===== src/rtl/alarm_pkg.sv =====
// rtl/alarm_pkg.sv - shared state, substate and interval codes for the anti-theft alarm
package alarm_pkg;

    // Main state codes; values match the existing SET/OFF/TRIGGER/ON encoding
    localparam logic [1:0] ST_SET     = 2'd0;
    localparam logic [1:0] ST_OFF     = 2'd1;
    localparam logic [1:0] ST_TRIGGER = 2'd2;
    localparam logic [1:0] ST_ON      = 2'd3;

    // Substates tracked while the alarm is disarmed
    localparam logic [1:0] SUB_IGN_ON     = 2'd0;
    localparam logic [1:0] SUB_WAIT_OPEN  = 2'd1;
    localparam logic [1:0] SUB_WAIT_CLOSE = 2'd2;
    localparam logic [1:0] SUB_ARMING     = 2'd3;

    // Interval selects presented to the time_parameters block
    localparam logic [1:0] IV_ARM_DELAY       = 2'd0;
    localparam logic [1:0] IV_DRIVER_DELAY    = 2'd1;
    localparam logic [1:0] IV_PASSENGER_DELAY = 2'd2;
    localparam logic [1:0] IV_ALARM_ON        = 2'd3;

    // A zero-second interval still runs for one second
    function automatic logic [3:0] sec_count(input logic [3:0] v);
        return (v == 4'd0) ? 4'd1 : v;
    endfunction

endpackage


===== src/rtl/anti_theft_fsm_if.sv =====
// rtl/anti_theft_fsm_if.sv - sensor inputs, timing handshake and indicator outputs of the alarm
interface anti_theft_fsm_if;
    logic       ignition;
    logic       door_driver;
    logic       door_pass;
    logic       reprogram;
    logic [3:0] value;
    logic [1:0] interval;
    logic [1:0] state;
    logic       status;
    logic       siren_on;

    // Vehicle side: drives sensors and interval value, observes alarm outputs
    modport master (
        output ignition, door_driver, door_pass, reprogram, value,
        input  interval, state, status, siren_on
    );

    // Alarm controller side
    modport slave (
        input  ignition, door_driver, door_pass, reprogram, value,
        output interval, state, status, siren_on
    );
endinterface


===== src/rtl/sec_timer.sv =====
// rtl/sec_timer.sv - second divider plus 4-bit seconds down counter with load/stop/expire
module sec_timer
    import alarm_pkg::*;
#(
    parameter int CLK_HZ = 100000000
) (
    input  logic       i_clk,
    input  logic       i_rst_n,
    input  logic       i_load,
    input  logic       i_stop,
    input  logic [3:0] i_value,
    output logic       o_expire
);
    localparam int             DW      = (CLK_HZ > 1) ? $clog2(CLK_HZ) : 1;
    localparam logic [DW-1:0]  DIV_MAX = DW'(CLK_HZ - 1);

    logic [DW-1:0] r_div;
    logic [3:0]    r_sec;
    logic          r_run;

    // Expire is decoded from state so it lands exactly N*CLK_HZ cycles after the load cycle
    assign o_expire = r_run && (r_div == '0) && (r_sec == 4'd1);

    // Countdown: stop beats load, load restarts, otherwise tick down once per cycle
    always_ff @(posedge i_clk or negedge i_rst_n) begin
        if (!i_rst_n) begin
            r_run <= 1'b0;
            r_div <= '0;
            r_sec <= 4'd0;
        end else if (i_stop) begin
            r_run <= 1'b0;
        end else if (i_load) begin
            r_run <= 1'b1;
            r_div <= DIV_MAX;
            r_sec <= sec_count(i_value);
        end else if (r_run) begin
            if (r_div == '0) begin
                if (r_sec == 4'd1) begin
                    r_run <= 1'b0;
                end else begin
                    r_sec <= r_sec - 4'd1;
                    r_div <= DIV_MAX;
                end
            end else begin
                r_div <= r_div - DW'(1);
            end
        end
    end
endmodule


===== src/rtl/anti_theft_fsm.sv =====
// rtl/anti_theft_fsm.sv - vehicle anti-theft alarm controller
module anti_theft_fsm
    import alarm_pkg::*;
#(
    parameter int CLK_HZ = 100000000
) (
    input  logic             clock,
    input  logic             reset,
    anti_theft_fsm_if.slave  bus
);
    localparam int            DW      = (CLK_HZ > 1) ? $clog2(CLK_HZ) : 1;
    localparam logic [DW-1:0] DIV_MAX = DW'(CLK_HZ - 1);

    logic [1:0]    r_state;
    logic [1:0]    r_sub;
    logic [1:0]    r_interval;
    logic          r_load_req;
    logic          r_status;
    logic          r_siren;
    logic [DW-1:0] r_blink_cnt;

    logic [1:0]    w_state_nxt;
    logic [1:0]    w_sub_nxt;
    logic [1:0]    w_interval_nxt;
    logic          w_load_nxt;
    logic          w_stop;
    logic          w_enter_set;
    logic          w_expire;
    logic          w_any_door;

    assign w_any_door   = bus.door_driver | bus.door_pass;
    assign bus.state    = r_state;
    assign bus.interval = r_interval;
    assign bus.status   = r_status;
    assign bus.siren_on = r_siren;

    // Timer is loaded the cycle after the interval is registered, so value matches interval
    sec_timer #(.CLK_HZ(CLK_HZ)) u_timer (
        .i_clk    (clock),
        .i_rst_n  (reset),
        .i_load   (r_load_req),
        .i_stop   (w_stop),
        .i_value  (bus.value),
        .o_expire (w_expire)
    );

    // Next-state decision: reprogram > ignition > door events > expire
    always_comb begin
        w_state_nxt    = r_state;
        w_sub_nxt      = r_sub;
        w_interval_nxt = r_interval;
        w_load_nxt     = 1'b0;
        w_stop         = 1'b0;
        w_enter_set    = 1'b0;
        if (bus.reprogram) begin
            w_state_nxt = ST_SET;
            w_stop      = 1'b1;
            w_enter_set = 1'b1;
        end else if (bus.ignition) begin
            w_state_nxt = ST_OFF;
            w_sub_nxt   = SUB_IGN_ON;
            w_stop      = 1'b1;
        end else begin
            case (r_state)
                ST_SET: begin
                    if (bus.door_driver) begin
                        w_state_nxt    = ST_TRIGGER;
                        w_interval_nxt = IV_DRIVER_DELAY;
                        w_load_nxt     = 1'b1;
                    end else if (bus.door_pass) begin
                        w_state_nxt    = ST_TRIGGER;
                        w_interval_nxt = IV_PASSENGER_DELAY;
                        w_load_nxt     = 1'b1;
                    end
                end
                ST_TRIGGER: begin
                    if (w_expire) begin
                        w_state_nxt    = ST_ON;
                        w_interval_nxt = IV_ALARM_ON;
                        w_load_nxt     = 1'b1;
                    end
                end
                ST_ON: begin
                    if (w_any_door) begin
                        w_interval_nxt = IV_ALARM_ON;
                        w_load_nxt     = 1'b1;
                    end else if (w_expire) begin
                        w_state_nxt = ST_SET;
                        w_enter_set = 1'b1;
                    end
                end
                default: begin
                    case (r_sub)
                        SUB_IGN_ON:    w_sub_nxt = SUB_WAIT_OPEN;
                        SUB_WAIT_OPEN: if (bus.door_driver) w_sub_nxt = SUB_WAIT_CLOSE;
                        SUB_WAIT_CLOSE: begin
                            if (!bus.door_driver) begin
                                w_sub_nxt      = SUB_ARMING;
                                w_interval_nxt = IV_ARM_DELAY;
                                w_load_nxt     = 1'b1;
                            end
                        end
                        default: begin
                            if (w_any_door) begin
                                w_sub_nxt = SUB_WAIT_CLOSE;
                                w_stop    = 1'b1;
                            end else if (w_expire) begin
                                w_state_nxt = ST_SET;
                                w_enter_set = 1'b1;
                            end
                        end
                    endcase
                end
            endcase
        end
    end

    // State, registered outputs and SET-mode blink generator
    always_ff @(posedge clock or negedge reset) begin
        if (!reset) begin
            r_state     <= ST_SET;
            r_sub       <= SUB_IGN_ON;
            r_interval  <= IV_ARM_DELAY;
            r_load_req  <= 1'b0;
            r_status    <= 1'b1;
            r_siren     <= 1'b0;
            r_blink_cnt <= '0;
        end else begin
            r_state    <= w_state_nxt;
            r_sub      <= w_sub_nxt;
            r_interval <= w_interval_nxt;
            r_load_req <= w_load_nxt;
            r_siren    <= (w_state_nxt == ST_ON);
            if (w_state_nxt == ST_SET) begin
                if (w_enter_set) begin
                    r_status    <= 1'b1;
                    r_blink_cnt <= '0;
                end else if (r_blink_cnt == DIV_MAX) begin
                    r_status    <= ~r_status;
                    r_blink_cnt <= '0;
                end else begin
                    r_blink_cnt <= r_blink_cnt + DW'(1);
                end
            end else begin
                r_status    <= (w_state_nxt != ST_OFF);
                r_blink_cnt <= '0;
            end
        end
    end
endmodule


===== src/flat_wrapper.sv =====
// flat-port wrapper written by rule: the top's interface ports become plain ports
module anti_theft_fsm_flat import alarm_pkg::*;
#(
    parameter int CLK_HZ = 100000000
)
  (clock, reset, bus_ignition, bus_door_driver, bus_door_pass, bus_reprogram, bus_value, bus_interval, bus_state, bus_status, bus_siren_on);
  anti_theft_fsm_if bus_i ();
  input  logic clock;
  input  logic reset;
  input wire logic [$bits(bus_i.ignition)-1:0] bus_ignition;
  input wire logic [$bits(bus_i.door_driver)-1:0] bus_door_driver;
  input wire logic [$bits(bus_i.door_pass)-1:0] bus_door_pass;
  input wire logic [$bits(bus_i.reprogram)-1:0] bus_reprogram;
  input wire logic [$bits(bus_i.value)-1:0] bus_value;
  output wire logic [$bits(bus_i.interval)-1:0] bus_interval;
  output wire logic [$bits(bus_i.state)-1:0] bus_state;
  output wire logic [$bits(bus_i.status)-1:0] bus_status;
  output wire logic [$bits(bus_i.siren_on)-1:0] bus_siren_on;
  assign bus_i.ignition = bus_ignition;
  assign bus_i.door_driver = bus_door_driver;
  assign bus_i.door_pass = bus_door_pass;
  assign bus_i.reprogram = bus_reprogram;
  assign bus_i.value = bus_value;
  assign bus_interval = bus_i.interval;
  assign bus_state = bus_i.state;
  assign bus_status = bus_i.status;
  assign bus_siren_on = bus_i.siren_on;
  anti_theft_fsm #(.CLK_HZ(CLK_HZ)) u_core (.clock(clock), .reset(reset), .bus(bus_i));
endmodule

===== config.mk =====
export PLATFORM = sky130hd
export DESIGN_NAME = anti_theft_fsm_flat
export DESIGN_NICKNAME = d
export VERILOG_FILES = /design/src/rtl/alarm_pkg.sv /design/src/rtl/anti_theft_fsm_if.sv /design/src/rtl/sec_timer.sv /design/src/rtl/anti_theft_fsm.sv /design/src/flat_wrapper.sv
export SDC_FILE = /design/constraint.sdc
export NUM_CORES = 1
export LEC_CHECK = 0
export ABC_AREA = 1
export BUFFER_PORTS_ARGS = -buffer_cell sky130_fd_sc_hd__buf_2
export CORE_MARGIN = 5
export CORE_UTILIZATION = 45
export CTS_BUF_LIST = sky130_fd_sc_hd__clkbuf_4 sky130_fd_sc_hd__clkbuf_8
export CTS_CLUSTER_SIZE = 24
export DETAILED_ROUTE_END_ITERATION = 16
export GPL_TIMING_DRIVEN = 1
export PLACE_DENSITY_LB_ADDON = 0.3
export SETUP_SLACK_MARGIN = 0.4
export SKIP_CTS_REPAIR_TIMING = 1
export SLEW_MARGIN = 20
export SYNTH_ARGS = -nofsm -noshare
export SYNTH_HDL_FRONTEND = slang
export SYNTH_SLANG_ARGS = --single-unit

===== constraint.sdc =====
create_clock -name clock -period 2.1 [get_ports clock]
set_clock_uncertainty 0.05 [all_clocks]
set_input_delay 0.105 -clock clock [delete_from_list [all_inputs] [get_ports clock]]
set_output_delay 0.105 -clock clock [all_outputs]
set_load 0.005 [all_outputs]

---- Word level (Yosys, flattened, before mapping) ----
Index checks and enable logic that the tools add are counted.
Widths: inputs -> output; s select.
cells by class
  bitwise gates (word level) .............. 5
  equality and inequality tests ........... 18
  muxes and demuxes ....................... 60
  add/sub/neg operators ................... 3
  reductions and logical operators ........ 18
operators by type and width
  cell                   count
  $mux 27                7
  $mux 2                 19
  $add 27x1->27 const B  1
  $eq 27x27->1 const B   1
  $logic_not 27->1       1
  $sub 27x1->27 const B  1
  $mux 1                 24
  $mux 4                 5
  $pmux 2 s3             3
  $ne 3x3->1 const B     3
  $eq 2x2->1 const B     4
  $ne 2x1->1 const B     4
  $reduce_and 7->1       1
  $logic_not 2->1        3
  $ne 3x2->1 const B     2
  $reduce_or 3->1        2
  $reduce_and 5->1       1
  $reduce_bool 5->1      1
  $eq 4x1->1 const B     1
  $logic_not 4->1        1
  $ne 4x1->1 const B     1
  $not 1->1              4
  $reduce_and 4->1       1
  $reduce_bool 2->1      2
  other kinds (10)       11
storage, ports and cells
  bits of input ports ..................... 10
  output and inout port bits .............. 6
  word-level logic and storage cells ...... 114
  flip-flop bits (word level) ............. 68

---- Logic depth before layout (Yosys ltp) ----
  word-level depth ........................ 11
  mapped depth ............................ 18
  mapped depth without buffers ............ 18

---- Modules after synthesis ----
Synthesis repeated with hierarchy kept, for this count alone.
unflattened totals
  cell total of the unflattened synthesis .. 643
  area, all modules ....................... 4639.4 um^2
by module, submodules not included
  module          cells an instance  times used  sequential area each (um^2)  area each (um^2)
  sec_timer       341                1           800.8                        2418.6
  anti_theft_fsm  302                1           902.1                        2220.9

---- Least setup slack after synthesis ----
OpenSTA, ideal clock, no wires.
  path kind ............................... flip-flop to flip-flop
  start ................................... register u_core.r_state[1], in the netlist u_core.bus.state[1]
  end ..................................... register u_core.u_timer.r_div[26]
  path buffers ............................ 0
  clock period less this slack ............ 2.070 ns
  path slack .............................. 0.030 ns
  setup time .............................. 0.129 ns
  required time ........................... 1.921 ns
  arrival ................................. 1.891 ns
  cell stages (with the launch flop) ...... 13
  cells stage by stage .................... dfrtp_1 -> inv_1 -> ha_1 -> a31oi_1 -> nand2_2 -> nor2_1 -> nand2_1 -> inv_1 -> nand2_1 -> inv_1 -> nand2_1 -> o21ai_0 -> nand3_1
between the ends
  word-level cells in the longest chain between the ends .. 7
  elaborated cells between the ends (all ways) .. 9
  classes of those cells .................. 2 x eq/ne; 3 x mux; 1 x bitwise; 3 x reduce/logical
ends and longest elaborated chain
  what                                           line                   source
  start, declared                                anti_theft_fsm.sv:14   logic [1:0] r_state;
  start signal, assigned                         anti_theft_fsm.sv:129  r_state <= w_state_nxt;
  $eq 2x2->1 or $logic_not 2->1 (tied branches)  anti_theft_fsm.sv:64   case (r_state)
  $reduce_or 3->1 (no source line) *             n/a
  $mux 1 *                                       anti_theft_fsm.sv:64
  $mux 1 *                                       anti_theft_fsm.sv:59   end else if (bus.ignition) begin
  $mux 1 *                                       anti_theft_fsm.sv:55   if (bus.reprogram) begin
  $not 1->1 (no source line) *                   n/a
  $reduce_and 3->1 (no source line) *            n/a
  end signal, assigned                           sec_timer.sv:45        r_div <= r_div - DW'(1);
  end, declared                                  sec_timer.sv:17        logic [DW-1:0] r_div;
Every way passes the cells marked *; elsewhere a longest branch is shown, timed or not.
A chain may end at the register's enable or synchronous reset.

---- Final worst setup path ----
  start ................................... register u_core.u_timer.r_div[11]
  end ..................................... register u_core.r_blink_cnt[15]
between the ends
  word-level cells in the longest chain between the ends .. 11
  elaborated cells between the ends (all ways) .. 19
  classes of those cells .................. 15 x mux; 4 x reduce/logical
ends and longest elaborated chain
  what                              line                                         source
  $logic_not 27->1 *                sec_timer.sv:22                              assign o_expire = r_run && (r_div == '0) && (r_sec == 4'd1);
  $logic_and 1x1->1 * (2 in a row)  sec_timer.sv:22
  $mux 2                            anti_theft_fsm.sv:87, anti_theft_fsm.sv:107
  $mux 2                            anti_theft_fsm.sv:104                        if (w_any_door) begin
  $mux 2                            anti_theft_fsm.sv:93                         case (r_sub)
  $pmux 2 s3 *                      anti_theft_fsm.sv:64
  $mux 2 *                          anti_theft_fsm.sv:59
  $mux 2 *                          anti_theft_fsm.sv:55
  named net u_core.w_state_nxt[1]   anti_theft_fsm.sv:22                         logic [1:0] w_state_nxt;
  $logic_not 2->1 *                 anti_theft_fsm.sv:134                        if (w_state_nxt == ST_SET) begin
  $mux 27 *                         anti_theft_fsm.sv:134
  end signal, assigned              anti_theft_fsm.sv:142                        r_blink_cnt <= r_blink_cnt + DW'(1);
  end, declared                     anti_theft_fsm.sv:20                         logic [DW-1:0] r_blink_cnt;
The timed path passes the listed nets; every way through them passes the cells marked *.

==> flow_summary.toml <==
[outcome]
status = "complete, but fails checks"
violations = "negative setup slack"

[finish]
drive_gt1_share_pct = 36.88
post-route-util_pct = 63.01
diodes = 0
nets = 666
final_common_cell = "nand2_1"
syn2layout_area_growth_pct = 38.87
finish.instance_area_um2 = 5739
fillCellCount = 750
final_cell_mix = "nand2_1 (84), dfrtp_1 (67), inv_1 (64), buf_4 (62), nor2_1 (52)"

[cts]
htreeDepth = 3
clock_latency_ns = 0.35
clockBufferDepth = 2
tritoncts = "built"
cts_buffers = 9
clock_sinks = 68
clk_pin_slew_worst_paths_ns = 0.09
clockRootBuffer = "clkbuf_8"

[global_routing]
grt.busiest_layer = "met2"
track_usage_pct = 16.90
grt_overflow = 0
use_met2_pct = 28.32
grt_pass1_wl_um = 15670
met3_usage_pct = 2.633
antenna_found_initial = 0
grt_max_degree = 69
grtUsageMet1_pct = 22.50
grt_pass1_vias = 3615

[placed_design]
dpl_cell_area_um2 = 4796
numPortBuffers = 15
dp_hpwl_um = 6602
place.gp.congestion = 0.8622
pre_cts_ws_ns = -0.1280

[floorplan]
core_area_um2 = 9109
start_util_pct = 45.37
die_width_um = 105.8
rows = 35
die_h_um = 105.8
die_area_um2 = 11200
pin_count = 16

[sta]
slew_headroom_pct = 73.24
rsz0062_at_grt = "yes"
fin_ws_ns = -0.1657
finalCritPeriodShare_pct = 107.9
worst_pin_slew_ns = 0.3977
drv_slew = 0
hold_ws_ns = 0.05918
finalSetupViolations = 45
hold_viol_final = 0
fin_crit_ns = 2.266
fmax_mhz = 441.4

[route]
drc = 0
drt_pre_antenna_iters = 4
drt-initial-drc-count = 217
antenna_left = 0
vias = 3864
vias_per_cell = 5.091
routed_wl_um = 10260
post_drt_wl_per_cell_um = 13.52

[worst_setup_path]
startpoint_type = "flip-flop"
worstPathArrival_ns = 2.50
r2r_start = "u_core.u_timer.r_div[11]$_DFFE_PN0P_"
reg2reg_depth = 16
crit_path_end_kind = "flip-flop"
timing.critical_path.to = "u_core.r_blink_cnt[15]$_DFF_PN0_"
crit_path_start = "u_core.u_timer.r_div[11]$_DFFE_PN0P_"
cp_data_required_time_ns = 2.33
r2r_end = "u_core.r_blink_cnt[15]$_DFF_PN0_"
worstPathMaxFanout = 6
critPathKind = "flip-flop to flip-flop"
r2r_slack_ns = -0.17

[power_and_ir_drop]
leakagePower_nw = 2.623
power_density_nw_per_um2 = 727.2
power_mw = 4.174
peakVddDrop_uv = 382.6

[min_path]
whs_path_depth = 4
hold_path.class = "primary input to flip-flop"

[job]
maxCapViolCount = 0

[logic_synthesis]
syn-instance-count = 533
syn_avg_cell_area_um2 = 7.754
synth-edff-count = 0
yosysWarnings = 0
dominantRegCellSynth = "dfrtp_1"
synth_cell_types = 36
ys_seq_area_share_pct = 41.20
async_flop_share_pct = 100.0
synth_area_um2 = 4133
ys_seq_elements = 68
syn_nets = 556
final cells by class:
| cell class | instances | area, µm² | area share, % |
|---|---|---|---|
| multi-input combinational | 379 | 2424 | 42.23 |
| sequential | 68 | 1703 | 29.67 |
| clock inverter | 7 | 115.1 | 2.006 |
| timing repair buffer | 105 | 924.6 | 16.11 |
| inverter | 80 | 310.3 | 5.407 |
| clock buffer | 9 | 123.9 | 2.158 |
| tap | 111 | 138.9 | 2.420 |
metrics by stage:
stage / instances / setup TNS [ns]
after CTS: 724 / -3.663
after floorplan: 533 / 0
after global placement: 708 / 0
after detailed placement: 708 / -2.993
after global routing: 759 / -10.72
final: 759 / -5.031
where the power goes:
group / total, mW / switching, mW / internal [mW]
combinational: 1.24 / 0.692 / 0.548
clock: 1.31 / 0.527 / 0.784
sequential: 1.62 / 0.133 / 1.49
total: 4.17 / 1.35 / 2.82
registers in the layout, summed over array words and instances (netlist names):
name and cells:
u_core.u_timer.r_div 27, u_core.r_sub 2, u_core.bus.status 1, u_core.bus.siren_on 1
u_core.bus.state 2, u_core.r_load_req 1, u_core.bus.interval 2, u_core.u_timer.r_run 1
u_core.u_timer.r_sec 4, u_core.r_blink_cnt 27
cell families after synthesis:
group / Yosys count / synth area share [%]
AOI/OAI and AO/OA: 63 / 8.084
adders and majority gates: 13 / 3.936
DFF: 68 / 41.21
buffers and inverters: 86 / 8.417
and+or+nand+nor: 283 / 34.12
xor gates and xnor gates: 20 / 4.239
how the worst min path moves through the flow:
| stage | startpoint | to | slack [ns] |
|---|---|---|---|
| after floorplan | reset | u_core.bus.interval[0]$_DFFE_PN0P_ | -0.24 |
| after global placement | reset | u_core.u_timer.r_div[8]$_DFFE_PN0P_ | 0.11 |
| after detailed placement | reset | u_core.u_timer.r_div[11]$_DFFE_PN0P_ | 0.10 |
| after CTS | reset | u_core.u_timer.r_div[11]$_DFFE_PN0P_ | -0.28 |
| after global routing | bus_door_driver | u_core.bus.interval[1]$_DFFE_PN0P_ | 0.09 |
| final | bus_door_driver | u_core.bus.interval[1]$_DFFE_PN0P_ | 0.06 |
synth_stat cells, drive strengths merged, types with 4 or more instances:
cell | number | area (µm²)
nand4 | 12 | 75.07
nor3 | 18 | 90.09
nand2 | 105 | 409.1
o21ai | 37 | 185.2
nor2 | 99 | 559.3
a21oi | 17 | 85.08
inv | 80 | 300.3
xnor2 | 5 | 43.79
nor4 | 7 | 50.05
a31oi | 4 | 25.02
buf | 4 | 40.04
ha | 13 | 162.7
xor2 | 15 | 131.4
nand3 | 35 | 175.2
dfrtp | 67 | 1677
worst max-delay path: stages, from the launching register on:
cell	delay (ns)
dfrtp_1	0.41
nor2_2	0.14
nand2_2	0.08
nor2_4	0.17
nand2_2	0.10
nor2_4	0.19
nand4_1	0.14
nand2_2	0.11
nand2_1	0.05
nand2_1	0.05
nand2_1	0.05
nand2_2	0.08
inv_2	0.05
nor2_4	0.12
nand2_4	0.12
clkbuf_16	0.20
nor2_4	0.07
layer usage:
| metal | wire, µm | vias to the layer above |
|---|---|---|
| met1 | 4645 | 1835 |
| li1 | - | 1934 |
| met3 | 345 | 17 |
| met2 | 5105 | 78 |
| met4 | 163 | 0 |
| met5 | 0 | - |
No activity file was read; power rests on OpenSTA's default activity.
